**src/rtl/down_count_wrap_monitor.sv**
```systemverilog
// Wrap monitor for a down counter: flags each 0 -> all-ones transition, counts wraps and buffers one wrap event.
// Optional feature macro WRAP_MON_STEP_CHECK_EN adds a sticky check for illegal counter steps.
module down_count_wrap_monitor #(
  parameter int W  = 4,
  parameter int CW = 8
) (
  input  logic          i_clk,
  input  logic          i_rst_n,
  input  logic          i_en,
  input  logic          i_clr,
  input  logic [W-1:0]  i_cnt_in,
  output logic          o_tc_pulse,
  output logic [CW-1:0] o_wrap_cnt,
  output logic          o_evt_valid,
  input  logic          i_evt_ready,
  output logic [CW-1:0] o_evt_data,
  output logic          o_overflow,
  output logic          o_err_step
);

  typedef enum logic {
    S_INIT  = 1'b0,
    S_TRACK = 1'b1
  } state_t;

  state_t        r_state;
  state_t        w_state_next;
  logic [W-1:0]  r_prev;
  logic          r_tc_pulse;
  logic [CW-1:0] r_wrap_cnt;
  logic          r_evt_valid;
  logic [CW-1:0] r_evt_data;
  logic          r_overflow;
  logic          w_wrap;
  logic          w_drain;
  logic [CW-1:0] w_wrap_cnt_inc;

  always_comb begin
    w_state_next = r_state;
    if (i_clr || !i_en) begin
      w_state_next = S_INIT;
    end else begin
      w_state_next = S_TRACK;
    end
  end

  assign w_wrap         = (r_state == S_TRACK) && i_en && (r_prev == '0) && (i_cnt_in == {W{1'b1}});
  assign w_drain        = r_evt_valid && i_evt_ready;
  assign w_wrap_cnt_inc = r_wrap_cnt + CW'(1);

  always_ff @(posedge i_clk or negedge i_rst_n) begin
    if (!i_rst_n) begin
      r_state <= S_INIT;
      r_prev  <= '0;
    end else begin
      r_state <= w_state_next;
      if (i_en && !i_clr) begin
        r_prev <= i_cnt_in;
      end
    end
  end

  // clr has priority over a coincident wrap or drain
  always_ff @(posedge i_clk or negedge i_rst_n) begin
    if (!i_rst_n) begin
      r_tc_pulse  <= 1'b0;
      r_wrap_cnt  <= '0;
      r_evt_valid <= 1'b0;
      r_evt_data  <= '0;
      r_overflow  <= 1'b0;
    end else if (i_clr) begin
      r_tc_pulse  <= 1'b0;
      r_wrap_cnt  <= '0;
      r_evt_valid <= 1'b0;
      r_evt_data  <= '0;
      r_overflow  <= 1'b0;
    end else begin
      r_tc_pulse <= w_wrap;
      if (w_wrap) begin
        r_wrap_cnt <= w_wrap_cnt_inc;
        if (!r_evt_valid || w_drain) begin
          r_evt_valid <= 1'b1;
          r_evt_data  <= w_wrap_cnt_inc;
        end else begin
          r_overflow <= 1'b1;
        end
      end else if (w_drain) begin
        r_evt_valid <= 1'b0;
      end
    end
  end

`ifdef WRAP_MON_STEP_CHECK_EN
  logic w_step_err;
  logic r_err_step;

  assign w_step_err = (r_state == S_TRACK) && i_en && (i_cnt_in != r_prev) &&
                      (i_cnt_in != (r_prev - W'(1)));

  always_ff @(posedge i_clk or negedge i_rst_n) begin
    if (!i_rst_n) begin
      r_err_step <= 1'b0;
    end else if (i_clr) begin
      r_err_step <= 1'b0;
    end else if (w_step_err) begin
      r_err_step <= 1'b1;
    end
  end

  assign o_err_step = r_err_step;
`else
  assign o_err_step = 1'b0;
`endif

  assign o_tc_pulse  = r_tc_pulse;
  assign o_wrap_cnt  = r_wrap_cnt;
  assign o_evt_valid = r_evt_valid;
  assign o_evt_data  = r_evt_data;
  assign o_overflow  = r_overflow;

endmodule

```
**config.mk**
```make
export PLATFORM = sky130hd
export DESIGN_NAME = down_count_wrap_monitor
export DESIGN_NICKNAME = d
export VERILOG_FILES = /design/src/rtl/down_count_wrap_monitor.sv
export SDC_FILE = /design/constraint.sdc
export NUM_CORES = 1
export LEC_CHECK = 0
export ABC_CLOCK_PERIOD_IN_PS = 2200
export CAP_MARGIN = 20
export CELL_PAD_IN_SITES_DETAIL_PLACEMENT = 0
export CELL_PAD_IN_SITES_GLOBAL_PLACEMENT = 1
export CORE_ASPECT_RATIO = 1.2
export CORE_MARGIN = 2
export CORE_UTILIZATION = 36
export CTS_CLUSTER_SIZE = 25
export DETAILED_ROUTE_END_ITERATION = 16
export PLACE_DENSITY_LB_ADDON = 0.1
export RECOVER_POWER = 50
export SYNTH_ARGS = -nofsm -noshare
export SYNTH_HDL_FRONTEND = slang
export SYNTH_SLANG_ARGS = --single-unit
```
**constraint.sdc**
```tcl
create_clock -name i_clk -period 2.2 [get_ports i_clk]
set_input_delay 0.44 -clock i_clk [delete_from_list [all_inputs] [get_ports i_clk]]
set_output_delay 0.44 -clock i_clk [all_outputs]
set_load 0.02 [all_outputs]
```
==> flow_summary.toml, run 1 <==
[cells_and_area]
syn2layout_area_growth_pct = 31.4
stdcell_count = 171
seqCellArea_um2 = 601
diodes = 0
multi_input_area_um2 = 463
utilization_pct = 48.7
stdcell_area_um2 = 1480
drive_gt1_share_pct = 11.1
finalNetCount = 146
nFillCells = 308

[job]
maxCapViolations = 0

[timing]
tightest_slew_ns = 1.29
maxSlewHeadroom_pct = 13.7
setup_viol = 0
skew_ns = 0.00146
totalNegativeSetupSlack_ns = 0
hold_viol = 0
fin_ws_ns = 0.243
rsz0062_at_grt = "false"
drv_slew = 0
finalCritPeriodShare_pct = 89.0
holdWs_ns = 0.513
maxClockFrequency_ghz = 0.511
min_period_ns = 1.96

[routing]
wl_met3_um = 69
viasPerCell = 4.89
wl_per_cell_um = 12.5
first_pass_iters = 4
drc = 0
drt-met1-wl_um = 908
routed_wl_mm = 2.14
num_vias = 837
top_layer_used = "met4"
dr_wl_met2_mm = 1.13
first_iter_violations = 28
ant_nets = 0

[cts]
cts_resized = 0
clkTransAtPathRegs_ns = 0.13
cts_buffers = 3
postCtsSetupRepairBufs = 0
cts_tree = "built"
h-tree-depth = 1
clkSinkCount = 24
ctsHoldBuffers = 0
worstSkewPairLatency_ns = 0.31
cts_buffer_depth = 2
root_buffer = "clkbuf_4"

[grt]
grt_antenna_before_repair = 0
grt_pass1_vias = 840
gr-usage-all-layers_pct = 14.3
grt_overflow = 0
grt_max_degree = 25
grt_pass1_wl_mm = 3.72

[die]
core.rowCount = 22
die_area_um2 = 3580
die_h_um = 65.2
io_pins = 29
start_util_pct = 37.1
coreArea_um2 = 3030
die_width_um = 55.0

[power]
peakVddDrop_v = 0.000324
power_uw = 747
p_leak_nw = 0.582
power.density_nw_per_um2 = 506

[yosys]
synthesis.nets = 113
yosys_warnings = 0
syn_area_per_cell_um2 = 10.9
yosysUniqueCellTypes = 30
ys_ff_latch = 24
yosysSeqAreaShare_pct = 53.5
synthCells = 103
netlist_area_um2 = 1120

[placement]
portBuffers = 27
hpwlAfterDp_mm = 1.62
dpl_cell_area_um2 = 1450
globalplace.congestion = 0.775
post-place-ws_ns = -0.0291
post-place-cells = 167

[setup_path]
cp.arrival_ns = 2.21
start_kind = "input port"
crit_path_end_kind = "flop"
critPathRequiredTime_ns = 2.45
path_class = "input port to flop"
path_max_fanout = 6

[status]
status = "completed"

[worst_hold_path]
hold_path_class = "flop to flop"
[layout make-up]
class                      instances  share of cell area [%]
clock buffer                       4                    2.46
sequential                        24                    40.7
multi-input combinational         70                    31.4
timing repair buffer              35                    21.9
tap                               36                    3.05
inverter                           2                   0.509
[metal layers]
metal  global-route usage, %  vias to the layer above
met5                       0                        -
met4                    6.40                        0
met3                    2.05                        4
met2                    23.8                       18
met1                    17.8                      394
li1                        -                      421
[critical path: stages]
cell and delay, ns:
dlygate4sd3_1 0.55, nand4bb_1 0.12, or3_1 0.41, or4_1 0.53, a21oi_1 0.15
[cell families after synthesis]
family,after synthesis,share of synthesized area (%)
XOR/XNOR,10,7.80
adder cells (fa/ha/maj),1,1.11
other,1,0.334
buffers and inverters,9,4.79
AO/OA/AOI/OAI,13,7.36
AND/OR/NAND/NOR,38,18.4
flip-flops,24,53.5
multiplexers,7,6.69
[worst paths after layout]
check	start	endpoint	cells past startpoint	slack (ns)
max	i_en	o_wrap_cnt[6]	5	0.24
min	o_overflow	o_overflow	2	0.51
min reg2reg	o_overflow	o_overflow	2	0.51
max reg2reg	r_prev[3]	o_wrap_cnt[6]	4	0.27
min in group asynchronous	i_rst_n	o_tc_pulse	2	0.91
max in group asynchronous	i_rst_n	r_prev[1]	2	0.53
[registers in the layout, indices dropped and copies added (netlist names)]
signal,flops
o_tc_pulse,1
r_state,1
o_wrap_cnt,8
o_overflow,1
r_prev,4
o_evt_data,8
o_evt_valid,1
[cells in the mapped netlist, drive strengths merged]
master | n | area (um2)
ha | 1 | 12.5
or2 | 1 | 6.26
dfrtp | 24 | 601
nand3 | 3 | 15.0
xor2 | 3 | 26.3
mux2i | 3 | 30.0
xnor2 | 7 | 61.3
and3 | 1 | 6.26
a211oi | 6 | 45.0
nand4bb | 1 | 11.3
mux2 | 4 | 45.0
inv | 2 | 7.51
nor4b | 1 | 15.0
conb | 1 | 3.75
or3 | 4 | 30.0
clkbuf | 3 | 11.3
nor2 | 17 | 63.8
nor2b | 1 | 6.26
nor4 | 4 | 25.0
a21oi | 4 | 20.0
nand4 | 1 | 6.26
nand2 | 2 | 7.51
nand2b | 1 | 6.26
o31ai | 1 | 7.51
buf | 4 | 35.0
or4 | 1 | 7.51
o21ai | 2 | 10.0
[power by group]
group          leakage, nW  switching [mW]  total [mW]  internal (mW)
combinational        0.236          0.0291      0.0570         0.0280
clock               0.0210           0.131       0.232          0.101
sequential           0.325         0.00455       0.457          0.453
total                0.582           0.165       0.747          0.582
[cells in the final DEF, fill, tap and decap left out, types with 2 or more instances in the layout]
master and n:
o21ai_0 2, or3_1 4, a21oi_1 4, clkbuf_1 2, clkdlybuf4s50_1 25, xnor2_1 7, nor2_1 17, nor4_1 4
mux2i_1 3, nand3_1 3, dfrtp_1 24, xor2_1 3, clkbuf_4 3, inv_1 2, a211oi_1 6, nand2_1 2
dlygate4sd3_1 2, mux2_2 4, buf_4 6
Note: power is estimated with default switching activity, not from simulation.
==> run 2: changes to the inputs <==
HOLD_SLACK_MARGIN = 0.06   (was not set)
==> results of run 2 <==
Same layout as run 1: the final DEF is identical, and so are final timing and power.
==> run 3: changes to the inputs <==
CORE_MARGIN = 8   (was 2)
==> flow_summary.toml, run 3 (synthesis results as in run 1) <==
[status]
status = "completed"

[timing]
tightest_slew_ns = 1.30
setup_viol = 0
drv_slew = 0
finalCritPeriodShare_pct = 87.5
totalNegativeSetupSlack_ns = 0
min_period_ns = 1.92
rsz0062_at_grt = "false"
maxSlewHeadroom_pct = 13.3
hold_viol = 0
skew_ns = 0.00277
maxClockFrequency_ghz = 0.520

[cells_and_area]
syn2layout_area_growth_pct = 31.4
utilization_pct = 48.7
final_cell_mix = "25 x clkdlybuf4s50_1, 24 x dfrtp_1, 17 x nor2_1, 7 x xnor2_1"
drive_gt1_share_pct = 11.1
stdcell_area_um2 = 1480
final_common_cell = "clkdlybuf4s50_1"
finalNetCount = 146
diodes = 0

[setup_path]
start_kind = "input port"
slowest_stage = "dlygate4sd3_1"
crit_family = "simple AND/OR/NAND/NOR gates"
critPathRequiredTime_ns = 2.44
crit_chain = "dlygate4sd3_1, nand4bb_1, or3_1, or4_1, a21oi_1"
cp.arrival_ns = 2.16
path_class = "input port to flop"
cp.buffers_inverters = 1
crit_path_end_kind = "flop"
critPathMaxStageDelay_ns = 0.54
path_max_fanout = 5

[grt]
grt_pass1_vias = 836
gr-usage-all-layers_pct = 9.62
grt_max_degree = 25
grt_antenna_before_repair = 0
grt_pass1_wl_mm = 3.97
grt_overflow = 0

[die]
coreArea_um2 = 3030
die_h_um = 77.2
core.rowCount = 22
start_util_pct = 37.1
die_area_um2 = 5170
die_width_um = 67.0
io_pins = 29

[power]
power_uw = 740
p_leak_nw = 0.582
power.density_nw_per_um2 = 502
peakVddDrop_v = 0.000358

[cts]
cts_tree = "built"
root_buffer = "clkbuf_4"
worstSkewPairLatency_ns = 0.30
postCtsSetupRepairBufs = 0
clkTransAtPathRegs_ns = 0.12
clkSinkCount = 24
ctsHoldBuffers = 0
cts_buffer_depth = 2
h-tree-depth = 1
cts_resized = 0
cts_buffers = 3

[routing]
viasPerCell = 4.89
wl_per_cell_um = 13.8
ant_nets = 0
drc = 0
first_iter_violations = 9
routed_wl_mm = 2.35
first_pass_iters = 4
num_vias = 837

[worst_hold_path]
hold_path_class = "flop to flop"

[placement]
hpwlAfterDp_mm = 1.80
globalplace.congestion = 0.752
dpl_cell_area_um2 = 1450
portBuffers = 27

[job]
maxCapViolations = 0
run 3: metrics by stage:
step           hold WS (ns)  cells  worst slack, ns
4_1_cts               0.464    171            0.285
6_report              0.513    171            0.276
3_3_place_gp          0.483    167           0.0191
3_5_place_dp          0.491    167          0.00184
2_1_floorplan         0.144    103            0.295
5_1_grt               0.529    171            0.136
run 3: path summary, 6_finish.rpt:
path                           start       endpoint  slack (ns)  cells after the start
setup / recovery                i_en  o_wrap_cnt[6]        0.28                      5
hold / removal             r_prev[3]      r_prev[3]        0.51                      1
setup reg to reg           r_prev[3]  o_wrap_cnt[6]        0.32                      4
hold reg to reg            r_prev[3]      r_prev[3]        0.51                      1
max in group asynchronous    i_rst_n      r_prev[1]        0.51                      2
min in group asynchronous    i_rst_n  o_evt_data[7]        0.92                      2
run 3: metal layers:
metal	vias up	routed length, um	global-route usage [%]
li1	420	-	-
met1	399	991	11.8
met2	16	1200	15.4
met3	2	135	2.03
met4	0	23	4.40
met5	-	0	0
run 3: power by group:
part | leakage, nW | internal (mW) | switching [mW] | total [mW]
Sequential | 0.325 | 0.453 | 0.00487 | 0.458
Combinational | 0.236 | 0.0284 | 0.0295 | 0.0579
Clock | 0.0210 | 0.101 | 0.123 | 0.224
Total | 0.582 | 0.582 | 0.158 | 0.740
run 3: final cells by class:
cell class              instances  area [um2]
well taps                      36        45.0
inverters                       2        7.51
repair buffers                 35         323
multi-input cells              70         463
clock buffers                   4        36.3
flip-flops and latches         24         601
fillers                       317        1550
